<file path="config.mk">
export PLATFORM = sky130hd
export DESIGN_NAME = pipeline_stage_skid
export DESIGN_NICKNAME = d
export VERILOG_FILES = /design/src/rtl/pipeline_stage_skid.sv
export SDC_FILE = /design/constraint.sdc
export NUM_CORES = 1
export LEC_CHECK = 0
export BUFFER_PORTS_ARGS = -buffer_cell sky130_fd_sc_hd__buf_2
export CAP_MARGIN = 5
export CORE_MARGIN = 2
export CORE_UTILIZATION = 40
export CTS_CLUSTER_SIZE = 10
export DETAILED_ROUTE_END_ITERATION = 7
export HOLD_SLACK_MARGIN = 0.15
export PLACE_DENSITY_LB_ADDON = 0.1
export SYNTH_ARGS = -nofsm -noshare
export SYNTH_HDL_FRONTEND = slang
export SYNTH_SLANG_ARGS = --single-unit
</file>
<file path="constraint.sdc">
create_clock -name clk -period 7.29 [get_ports clk]
set_input_delay 1.458 -clock clk [delete_from_list [all_inputs] [get_ports clk]]
set_output_delay 1.458 -clock clk [all_outputs]
set_load 0.005 [all_outputs]
</file>
<file path="src/rtl/pipeline_stage_skid.sv">
// pipeline_stage_skid: elastic pipeline register (main + skid slot) with synchronous flush.
// Optional saturating stall counter, built only when PIPE_STALL_CNT_EN is defined.
module pipeline_stage_skid #(
    parameter int DATA_W = 32,
    parameter int CTRL_W = 4,
    parameter int CNT_W  = 16
) (
    input  logic              clk,
    input  logic              reset,
    input  logic              flush,
    input  logic              in_valid,
    output logic              in_ready,
    input  logic [DATA_W-1:0] in_data,
    input  logic [CTRL_W-1:0] in_ctrl,
    output logic              out_valid,
    input  logic              out_ready,
    output logic [DATA_W-1:0] out_data,
    output logic [CTRL_W-1:0] out_ctrl,
    output logic [CNT_W-1:0]  stall_cnt
);

    // Handshake: a transfer happens on a rising clk edge where valid and ready are both 1.
    // valid never depends on ready; in_ready comes straight from a flop (skid occupancy).
    logic              main_valid, main_valid_n;
    logic [DATA_W-1:0] main_data, main_data_n;
    logic [CTRL_W-1:0] main_ctrl, main_ctrl_n;
    logic              skid_valid, skid_valid_n;
    logic [DATA_W-1:0] skid_data, skid_data_n;
    logic [CTRL_W-1:0] skid_ctrl, skid_ctrl_n;
    logic              accept;
    logic              pop;

    assign in_ready  = !skid_valid;
    assign accept    = in_valid && in_ready;
    assign out_valid = main_valid;
    assign pop       = main_valid && out_ready;
    assign out_data  = main_data;
    // Bubbles must never present an asserted control bit to the next stage.
    assign out_ctrl  = main_valid ? main_ctrl : '0;

    always_comb begin
        main_valid_n = main_valid;
        main_data_n  = main_data;
        main_ctrl_n  = main_ctrl;
        skid_valid_n = skid_valid;
        skid_data_n  = skid_data;
        skid_ctrl_n  = skid_ctrl;
        if (flush) begin
            main_valid_n = 1'b0;
            skid_valid_n = 1'b0;
        end else if (!main_valid) begin
            // Skid is always empty while main is empty.
            if (accept) begin
                main_valid_n = 1'b1;
                main_data_n  = in_data;
                main_ctrl_n  = in_ctrl;
            end
        end else if (pop) begin
            if (skid_valid) begin
                main_data_n  = skid_data;
                main_ctrl_n  = skid_ctrl;
                skid_valid_n = 1'b0;
            end else if (accept) begin
                main_data_n  = in_data;
                main_ctrl_n  = in_ctrl;
            end else begin
                main_valid_n = 1'b0;
            end
        end else if (accept) begin
            skid_valid_n = 1'b1;
            skid_data_n  = in_data;
            skid_ctrl_n  = in_ctrl;
        end
    end

    always_ff @(posedge clk or posedge reset) begin
        if (reset) begin
            main_valid <= 1'b0;
            main_data  <= '0;
            main_ctrl  <= '0;
            skid_valid <= 1'b0;
            skid_data  <= '0;
            skid_ctrl  <= '0;
        end else begin
            main_valid <= main_valid_n;
            main_data  <= main_data_n;
            main_ctrl  <= main_ctrl_n;
            skid_valid <= skid_valid_n;
            skid_data  <= skid_data_n;
            skid_ctrl  <= skid_ctrl_n;
        end
    end

`ifdef PIPE_STALL_CNT_EN
    logic [CNT_W-1:0] stall_q;

    // Counts output stalls; flush deliberately leaves it alone.
    always_ff @(posedge clk or posedge reset) begin
        if (reset) begin
            stall_q <= '0;
        end else if (main_valid && !out_ready && (stall_q != {CNT_W{1'b1}})) begin
            stall_q <= stall_q + CNT_W'(1);
        end
    end

    assign stall_cnt = stall_q;
`else
    assign stall_cnt = '0;
`endif

endmodule

</file>
* Word level (Yosys, flattened, before mapping) *
Index checks and enable logic that the tools add are counted.

word-level totals
  register bits after elaboration = 74
  output and inout port bits = 54
  word-level logic and storage cells = 35

operators by class
  eq/ne operators = 1
  muxes and demuxes = 18
  bitwise operators = 2
  reduce and logical (&&, ||, !) cells = 8

operator list
  kind                  count
  $mux W32              4
  $mux W4               5
  $mux W1               9
  $reduce_and A2 Y1     2
  $reduce_and A4 Y1     1
  $reduce_bool A3 Y1    1
  $logic_and A1 B1 Y1   2
  $ne A2 B1 Y1 const B  1
  $not A1 Y1            2
  $reduce_bool A2 Y1    1
  $logic_not A1 Y1      1

* Depth between registers and ports, before layout *
Gate-level depths: netlist (run 1).

  word-level depth = 7
  depth in mapped cells = 5
  depth with buffers taken out = 3

* Worst setup path after synthesis (run 1) *
OpenSTA, ideal clock, no wires.

  path type = in2reg
  start = in flush
  end = reg skid_ctrl[3]
  library setup time = 0.125 ns
  data arrival time = 2.499 ns
  slack = 4.666 ns
  stages = 3
  cells stage by stage = nor4_4 > buf_6 > mux2_2

between the ends
  cells in the longest elaborated chain, start to end = 2

ends and longest elaborated chain
  what                         RTL line  text
  from (decl)                  10        input logic flush,
  $not A1 Y1 (no line)         --
  $reduce_and A4 Y1 (no line)  --
  to (signal assigned)         90        skid_ctrl <= skid_ctrl_n;
  to (decl)                    29        logic [CTRL_W-1:0] skid_ctrl, skid_ctrl_n;

No other way between the ends.
A chain may end at the register's enable or synchronous reset.

* Final worst setup path (run 1) *
  start = in in_valid
  end = reg main_data[26] (netlist: out_data[26])

between the ends
  cells in the longest elaborated chain, start to end = 5

ends and longest elaborated chain
  what                     RTL line  text
  from (decl)              11        input logic in_valid,
  $logic_and A1 B1 Y1 (*)  34        assign accept = in_valid && in_ready;
  $mux W32 (*)             --
  $mux W32 (2 in a row)    --
  $mux W32 (*)             --
  to (signal assigned)     86        main_data <= main_data_n;
  to (decl)                25        logic [DATA_W-1:0] main_data, main_data_n;

Every way passes the cells marked *; elsewhere a longest branch is shown, timed or not. The select of a mux whose other input is x is not followed.

==> results.py, run 1 <==
metrics = {
    "run_status": {
        "status": "completed",
    },
    "layout": {
        "area_growth_pct": 18.21,
        "drive_gt1_share_pct": 53.85,
        "diodes": 0,
        "regArea_sq_mm": 0.001852,
        "final_nets": 348,
        "multiInputGateArea_sq_mm": 0.001323,
        "final_core_util_pct": 48.59,
        "final_cells": 417,
        "num-fill-cells": 749,
    },
    "grt": {
        "grt_pass1_wl_um": 11190,
        "grt_max_degree": 75,
        "antenna_found_initial": 1,
        "grt_overflow": 0,
        "grt_pass1_vias": 2203,
        "track_usage_pct": 16.18,
    },
    "clock_tree": {
        "hold_buffers": 0,
        "clock_latency_ns": 0.34,
        "cts-buffers-inserted": 9,
        "clock-sinks": 74,
        "cts.repair.resized": 0,
        "clockRootBuffer": "clkbuf_8",
        "postCtsSetupBuffers": 0,
        "cts_tree": "done",
        "clk_pin_slew_ns": 0.07,
        "cts_max_level": 3,
        "clock_path_buffers": 2,
    },
    "placed_design": {
        "place_congestion": 0.6830,
        "dpl.cell_count": 401,
        "port_buffers": 78,
        "dp.final_hpwl_um": 4209,
    },
    "sta": {
        "slew_violations": 0,
        "hold_ws_ns": 0.5089,
        "fin_crit_ns": 3.478,
        "fmax_mhz": 287.6,
        "finalSetupViolCount": 0,
        "relSlewSlack_pct": 36.87,
        "worst_pin_slew_ns": 0.9469,
        "rsz0062_at_grt": "false",
        "hold_viol_final": 0,
        "fin_crit_sh_pct": 47.70,
        "setup-tns-final_ns": 0,
        "finalClockSkew_ns": 0.009265,
    },
    "setup_path": {
        "r2r-end": "out_data[26]$_DFFE_PP0P_",
        "reg2reg_slack_ns": 4.32,
        "end_kind": "flop",
        "reg2reg_depth": 4,
        "arrival_ns": 3.74,
        "required_ns": 7.55,
        "rr_startpoint": "out_valid$_DFF_PP0_",
        "start_kind": "primary input",
        "path_max_fanout": 38,
        "worstSetupPathType": "in2reg",
    },
    "power": {
        "p_leak_uw": 0.001738,
        "irDropWorstVdd_mv": 0.1094,
        "powerDensity_mw_per_mm2": 295.0,
        "p_total_uw": 1172,
    },
    "floorplan": {
        "core_area_sq_mm": 0.008175,
        "fp.dieArea_sq_mm": 0.009151,
        "rows": 33,
        "io_pins": 95,
        "chipHeight_um": 95.66,
        "start_util_pct": 41.11,
        "dieWidth_um": 95.66,
    },
    "worst_hold_path": {
        "hold_end": "skid_ctrl[0]$_DFFE_PP0P_",
        "min_delay_path_depth": 1,
        "min_from": "skid_ctrl[0]$_DFFE_PP0P_",
        "hp-class": "reg2reg",
    },
    "logic_synthesis": {
        "ys_seq_area_share_pct": 55.10,
        "synthesis.area_sq_mm": 0.003361,
        "synth_cells": 232,
        "syn_area_per_cell_sq_um": 14.49,
        "synth_seq_cells": 74,
        "yosys_warnings": 0,
        "yosysUniqueCellTypes": 21,
    },
    "detailed_routing": {
        "postRouteAntennaNets": 0,
        "routed_via_density": 5.228,
        "wl_per_cell_um": 16.88,
        "drt-pass1-iter-count": 4,
        "drc": 0,
        "dr.first_iter.drc_count": 58,
        "drt_wl_total_um": 7039,
        "vias": 2180,
    },
    "flow_run": {
        "drv_cap": 0,
    },
}
==> per-stage QoR <==
step | setup WS, ns | instance area [sq um]
6_report | 3.813 | 3973
5_1_grt | 3.634 | 3973
4_1_cts | 3.761 | 3973
3_5_place_dp | 3.412 | 3739
3_3_place_gp | 3.443 | 3739
2_1_floorplan | 3.950 | 3417
==> metal layers <==
metal	global-route usage [%]	routed length (um)	share of wire [%]
met1	21.33	3167	45
met2	25.00	3355	48
met3	5.771	440	6.3
met4	5.000	64	0.91
met5	0	11	0.16
==> sequential cells by signal (all words and copies together), names as in the netlist <==
register    flops
skid_data      32
out_valid       1
skid_ctrl       4
out_data       32
main_ctrl       4
skid_valid      1
==> power breakdown <==
part           internal (uW)  total (uW)  switching (uW)
Clock                    227         377             150
Combinational            140         227            87.2
Sequential               508         567            59.2
Total                    875        1170             297
==> layout by cell type, fill, tap and decap left out, drive strengths merged, types with 3 or more instances in the layout <==
cell,instances
clkbuf,11
dfrtp,74
conb,16
buf,82
a2bb2oi,36
and2,4
bufinv,3
o22ai,36
mux2,36
==> logic make-up (layout without fill, tap and decap cells) <==
kind of cell    after synthesis  count (layout)  share of synthesized area (%)
flops                        74              74                          55.10
compound gates               77              77                          23.27
other cells                   1              16                         0.1116
buf+inv                      36             101                          7.520
mux                          36              36                          12.06
simple gates                  8               8                          1.936
==> critical path: stages <==
cell,delay (ns)
buf_2,0.11
nand2b_2,0.49
a221oi_4,0.99
buf_4,0.48
a2bb2oi_1,0.19
==> worst max path at each step <==
stage / from / depth (start not counted) / endpoint / slack, ns
finish: in_valid / 5 / out_data[26]$_DFFE_PP0P_ / 3.81
global route: in_valid / 5 / out_data[26]$_DFFE_PP0P_ / 3.63
CTS: in_valid / 5 / out_data[26]$_DFFE_PP0P_ / 3.76
detailed placement: in_valid / 5 / out_data[26]$_DFFE_PP0P_ / 3.41
global placement: in_valid / 5 / out_data[22]$_DFFE_PP0P_ / 3.44
floorplan: reset / 1 / main_ctrl[0]$_DFFE_PP0P_ / 3.95
==> cell type report <==
type	instances	share of cell area (%)
inverter	3	0.3150
tap	105	3.307
timing repair buffer	82	10.58
clock buffer	11	3.307
sequential	74	46.61
clock inverter	5	2.583
multi-input combinational	137	33.29
==> cells in the mapped netlist (all sizes together) <==
master   number  area [sq um]
a21oi         2         13.76
a221oi        2         35.04
a2bb2oi      36         503.0
and2          4         25.02
buf          30         230.2
clkbuf        3         11.26
conb          1         3.750
dfrtp        74          1852
inv           3         11.26
mux2         36         405.4
nand2         2         12.51
nand2b        1         6.260
nor4          1         21.27
o21ai         1         5.000
o22ai        36         225.2
Power figures use the tool's default switching activity.
==> run 2: changes to the inputs <==
==> constraint.sdc (replaced) <==
create_clock -name clk -period 3.6 [get_ports clk]
set_input_delay 0.72 -clock clk [delete_from_list [all_inputs] [get_ports clk]]
set_output_delay 0.72 -clock clk [all_outputs]
set_load 0.005 [all_outputs]
==> results.py, run 2 (same netlist as run 1, synthesis figures left out) <==
metrics = {
    "detailed_routing": {
        "dr.first_iter.drc_count": 38,
        "drc": 0,
        "drt_wl_total_um": 6825,
        "routed_via_density": 5.186,
        "drt-pass1-iter-count": 4,
        "postRouteAntennaNets": 0,
        "wl_per_cell_um": 16.25,
        "vias": 2178,
    },
    "flow_run": {
        "drv_cap": 0,
    },
    "worst_hold_path": {
        "hp-class": "reg2reg",
        "min_from": "skid_data[27]$_DFFE_PP0P_",
    },
    "floorplan": {
        "io_pins": 95,
        "core_area_sq_mm": 0.008175,
        "fp.dieArea_sq_mm": 0.009151,
        "dieWidth_um": 95.66,
        "rows": 33,
        "chipHeight_um": 95.66,
        "start_util_pct": 41.11,
    },
    "grt": {
        "grt_pass1_wl_um": 10980,
        "grt_pass1_vias": 2109,
        "grt_overflow": 0,
        "antenna_found_initial": 0,
        "grt_max_degree": 61,
        "track_usage_pct": 15.99,
    },
    "clock_tree": {
        "clockRootBuffer": "clkbuf_8",
        "hold_buffers": 0,
        "clock_path_buffers": 2,
        "cts.repair.resized": 0,
        "clock-sinks": 74,
        "postCtsSetupBuffers": 0,
        "cts_tree": "done",
        "clk_pin_slew_ns": 0.08,
        "cts_max_level": 3,
        "cts-buffers-inserted": 9,
        "clock_latency_ns": 0.35,
    },
    "setup_path": {
        "path_max_fanout": 11,
        "start_kind": "flop",
        "worstSetupPathType": "reg2out",
        "end_kind": "primary output",
        "required_ns": 2.88,
        "arrival_ns": 1.29,
        "rr_startpoint": "out_valid$_DFF_PP0_",
        "cp-startpoint": "out_valid$_DFF_PP0_",
    },
    "sta": {
        "hold_viol_final": 0,
        "fin_crit_sh_pct": 55.75,
        "slew_violations": 0,
        "worst_pin_slew_ns": 1.037,
        "relSlewSlack_pct": 30.82,
        "setup-tns-final_ns": 0,
        "rsz0062_at_grt": "false",
        "finalSetupViolCount": 0,
        "fin_crit_ns": 2.007,
        "finalClockSkew_ns": 0.007180,
        "fmax_mhz": 498.3,
    },
    "placed_design": {
        "dpl.cell_count": 404,
        "place_area_sq_mm": 0.003761,
        "place_congestion": 0.7017,
        "dp.final_hpwl_um": 4052,
        "port_buffers": 78,
    },
    "layout": {
        "final_nets": 351,
        "final_cell_mix": "buf_2, dfrtp_1, o22ai_1, mux2_2, a2bb2oi_2",
        "drive_gt1_share_pct": 54.92,
        "diodes": 0,
        "layout_commonest_cell": "buf_2",
        "fin_area_sq_mm": 0.003965,
        "num-fill-cells": 777,
        "final_cells": 420,
        "area_growth_pct": 17.98,
    },
    "power": {
        "powerDensity_mw_per_mm2": 569.7,
        "p_total_uw": 2259,
        "irDropWorstVdd_mv": 0.3071,
        "p_leak_uw": 0.001733,
    },
    "run_status": {
        "status": "completed",
    },
}
## run 2: power by group
part	switching (uW)	total [uW]	internal [uW]
Sequential	114	1140	1030
Combinational	176	462	286
Clock	316	655	339
Total	606	2260	1650
## run 2: path summary, 6_finish.rpt
kind / end / slack, ns / cells after the start
min in group asynchronous: out_data[6]$_DFFE_PP0P_ / 0.58 / 2
max in group asynchronous: out_data[24]$_DFFE_PP0P_ / 2.29 / 3
worst min-delay path: skid_data[27]$_DFFE_PP0P_ / 0.50 / 1
worst max register to register: skid_data[17]$_DFFE_PP0P_ / 1.72 / 4
worst min register to register: skid_data[27]$_DFFE_PP0P_ / 0.50 / 1
worst max-delay path: out_ctrl[3] / 1.59 / 2
## run 2: layout make-up
class                   instances  area (sq um)  share of cell area [%]
well taps                     105         131.4                   3.313
multi-input cells             137          1323                   33.35
inverters                       3         12.51                  0.3156
repair buffers                 85         442.9                   11.17
flip-flops and latches         74          1852                   46.70
clock inverters                 6         66.31                   1.672
clock buffers                  10         137.6                   3.471
## run 2: metal layers
| layer | vias up | GRT usage, % | wire, um |
|---|---|---|---|
| met4 | 0 | 6.786 | 108 |
| met5 | - | 0 | 0 |
| met3 | 11 | 4.427 | 377 |
| li1 | 1004 | - | - |
| met2 | 70 | 24.77 | 3207 |
| met1 | 1093 | 21.07 | 3131 |
## run 2: worst max-delay path: stages, from the launching register on
cell     delay (ns)
dfrtp_1        0.61
and2_1         0.22
buf_2          0.11
## run 2: per-stage QoR
stage	hold slack, ns	utilization (%)	setup WS [ns]
floorplan	0.4585	-	0.9984
global placement	0.4677	46.01	1.484
detailed placement	0.4765	46.01	1.468
CTS	0.4955	48.50	1.567
global route	0.5276	48.50	1.510
finish	0.5005	48.50	1.593
==> run 3: changes to the inputs <==
--- a/config.mk
+++ b/config.mk
@@ -5,6 +5,7 @@
 export SDC_FILE = /design/constraint.sdc
 export NUM_CORES = 1
 export LEC_CHECK = 0
+export ABC_AREA = 1
 export BUFFER_PORTS_ARGS = -buffer_cell sky130_fd_sc_hd__buf_2
 export CAP_MARGIN = 5
 export CORE_MARGIN = 2
==> constraint.sdc (replaced) <==
create_clock -name clk -period 2 [get_ports clk]
set_input_delay 0.4 -clock clk [delete_from_list [all_inputs] [get_ports clk]]
set_output_delay 0.4 -clock clk [all_outputs]
set_load 0.005 [all_outputs]
==> results.py, run 3 <==
metrics = {
    "clock_tree": {
        "clk_pin_slew_ns": 0.08,
        "cts.repair.resized": 0,
        "clockRootBuffer": "clkbuf_8",
        "clock_path_buffers": 2,
        "postCtsSetupBuffers": 0,
        "cts-buffers-inserted": 9,
        "clock_latency_ns": 0.34,
        "cts_max_level": 3,
        "cts_tree": "done",
        "clock-sinks": 74,
        "hold_buffers": 0,
    },
    "floorplan": {
        "fp.dieArea_sq_mm": 0.01057,
        "core_area_sq_mm": 0.009639,
        "rows": 36,
        "chipHeight_um": 102.8,
        "start_util_pct": 40.50,
        "dieWidth_um": 102.8,
        "io_pins": 95,
    },
    "sta": {
        "finalClockSkew_ns": 0.01256,
        "fin_crit_ns": 1.552,
        "fmax_mhz": 644.4,
        "slew_violations": 0,
        "rsz0062_at_grt": "false",
        "setup-tns-final_ns": 0,
        "finalSetupViolCount": 0,
        "fin_crit_sh_pct": 77.59,
        "hold_viol_final": 0,
    },
    "logic_synthesis": {
        "syn_area_per_cell_sq_um": 6.849,
        "synth_seq_cells": 74,
        "async_flop_share_pct": 100.0,
        "synth_top_area_share_pct": 47.44,
        "yosys_warnings": 0,
        "synth_cells": 570,
        "synth_ff_type": "dfrtp_1",
        "yosys.area.top_type": "dfrtp_1",
        "post-synth-top-count-cell": "nand2_1",
        "synth_edf_count": 0,
        "synthTopCellsByArea": "dfrtp_1, nand2_1, inv_1",
        "synthesis.area_sq_mm": 0.003904,
        "synthTopCellsByCount": "nand2_1, inv_1, dfrtp_1, o21ai_0, buf_4",
        "yosysUniqueCellTypes": 18,
        "ys_seq_area_share_pct": 47.44,
    },
    "grt": {
        "grt_pass1_vias": 2951,
        "track_usage_pct": 16.47,
        "grt_overflow": 0,
        "grt_max_degree": 75,
        "grt_pass1_wl_um": 13680,
        "antenna_found_initial": 0,
    },
    "layout": {
        "multiInputGateArea_sq_mm": 0.001286,
        "drive_gt1_share_pct": 16.85,
        "num-fill-cells": 1055,
        "final_core_util_pct": 47.49,
        "area_growth_pct": 17.28,
        "diodes": 0,
        "layout_commonest_cell": "nand2_1",
        "regArea_sq_mm": 0.001852,
        "final_cell_mix": "nand2_1, inv_1, buf_2, dfrtp_1, o21ai_0",
        "final_nets": 689,
    },
    "setup_path": {
        "path_max_fanout": 17,
        "cp-startpoint": "out_valid$_DFF_PP0_",
        "required_ns": 2.23,
        "worstSetupPathType": "reg2reg",
        "r2r-end": "out_data[10]$_DFFE_PP0P_",
        "arrival_ns": 1.79,
        "end_kind": "flop",
        "start_kind": "flop",
        "rr_startpoint": "out_valid$_DFF_PP0_",
        "reg2reg_slack_ns": 0.45,
        "reg2reg_depth": 8,
    },
    "detailed_routing": {
        "drc": 0,
        "dr.first_iter.drc_count": 79,
        "routed_via_density": 4.033,
        "vias": 3170,
        "wl_per_cell_um": 10.17,
        "postRouteAntennaNets": 0,
        "drt-pass1-iter-count": 4,
        "drt_wl_total_um": 7990,
    },
    "placed_design": {
        "port_buffers": 78,
        "place_congestion": 0.8151,
        "dp.final_hpwl_um": 5374,
    },
    "power": {
        "p_leak_uw": 0.002925,
        "irDropWorstVdd_mv": 0.4083,
        "powerDensity_mw_per_mm2": 893.7,
    },
    "flow_run": {
        "drv_cap": 0,
    },
    "run_status": {
        "status": "completed",
    },
    "worst_hold_path": {
        "hp-class": "in2async",
    },
}
run 3: kinds of logic after synthesis:
group / count (synthesis) / share of synthesized area (%)
flops: 74 / 47.44
buf+inv: 189 / 21.06
simple gates: 268 / 26.22
other cells: 1 / 0.09606
compound gates: 38 / 5.192
run 3: how the worst max path moves through the flow:
stage,slack [ns],to
after global placement,0.44,out_data[9]$_DFFE_PP0P_
final,0.45,out_data[10]$_DFFE_PP0P_
after floorplan,0.74,main_ctrl[0]$_DFFE_PP0P_
after CTS,0.41,out_data[8]$_DFFE_PP0P_
after global routing,0.23,out_data[9]$_DFFE_PP0P_
after detailed placement,0.42,out_data[8]$_DFFE_PP0P_
run 3: metrics by stage:
step	total power (uW)	area, sq um	worst slack [ns]	hold slack (ns)	cells
after floorplan	2582	3964	0.7367	0.4530	585
after global placement	2846	4360	0.4438	0.4654	770
after detailed placement	2869	4360	0.4176	0.4737	770
after CTS	4165	4578	0.4116	0.1694	786
after global routing	4422	4578	0.2261	0.1893	786
final	4092	4578	0.4483	0.1569	786
run 3: layout make-up:
class,count,share of cell area (%)
Sequential cell,74,40.45
Multi-Input combinational cell,322,28.10
Inverter,153,12.63
Timing Repair Buffer,88,10.44
Tap cell,133,3.635
Clock buffer,9,2.706
Clock inverter,7,2.050
run 3: worst max-delay path: stages (launching register included):
cell and delay (ns):
dfrtp_1 0.53, nand2_1 0.16, inv_2 0.20, buf_4 0.27
nand2_1 0.08, nand2_1 0.07, nand2_1 0.04, nand2_1 0.06
inv_1 0.04
run 3: routing by layer:
metal	GRT usage (%)	vias to the layer above	wire length, um
met5	0	-	0
met4	3.340	0	59
met3	4.271	5	328
met2	28.41	56	3749
met1	21.05	1394	3853
li1	-	1715	-
run 3: report_power, final:
group          switching [uW]  leakage [uW]  internal (uW)  total [uW]
sequential                169      0.000880           1820        1990
combinational             473       0.00194            355         828
clock                     573      0.000105            700        1270
total                    1220       0.00293           2880        4090
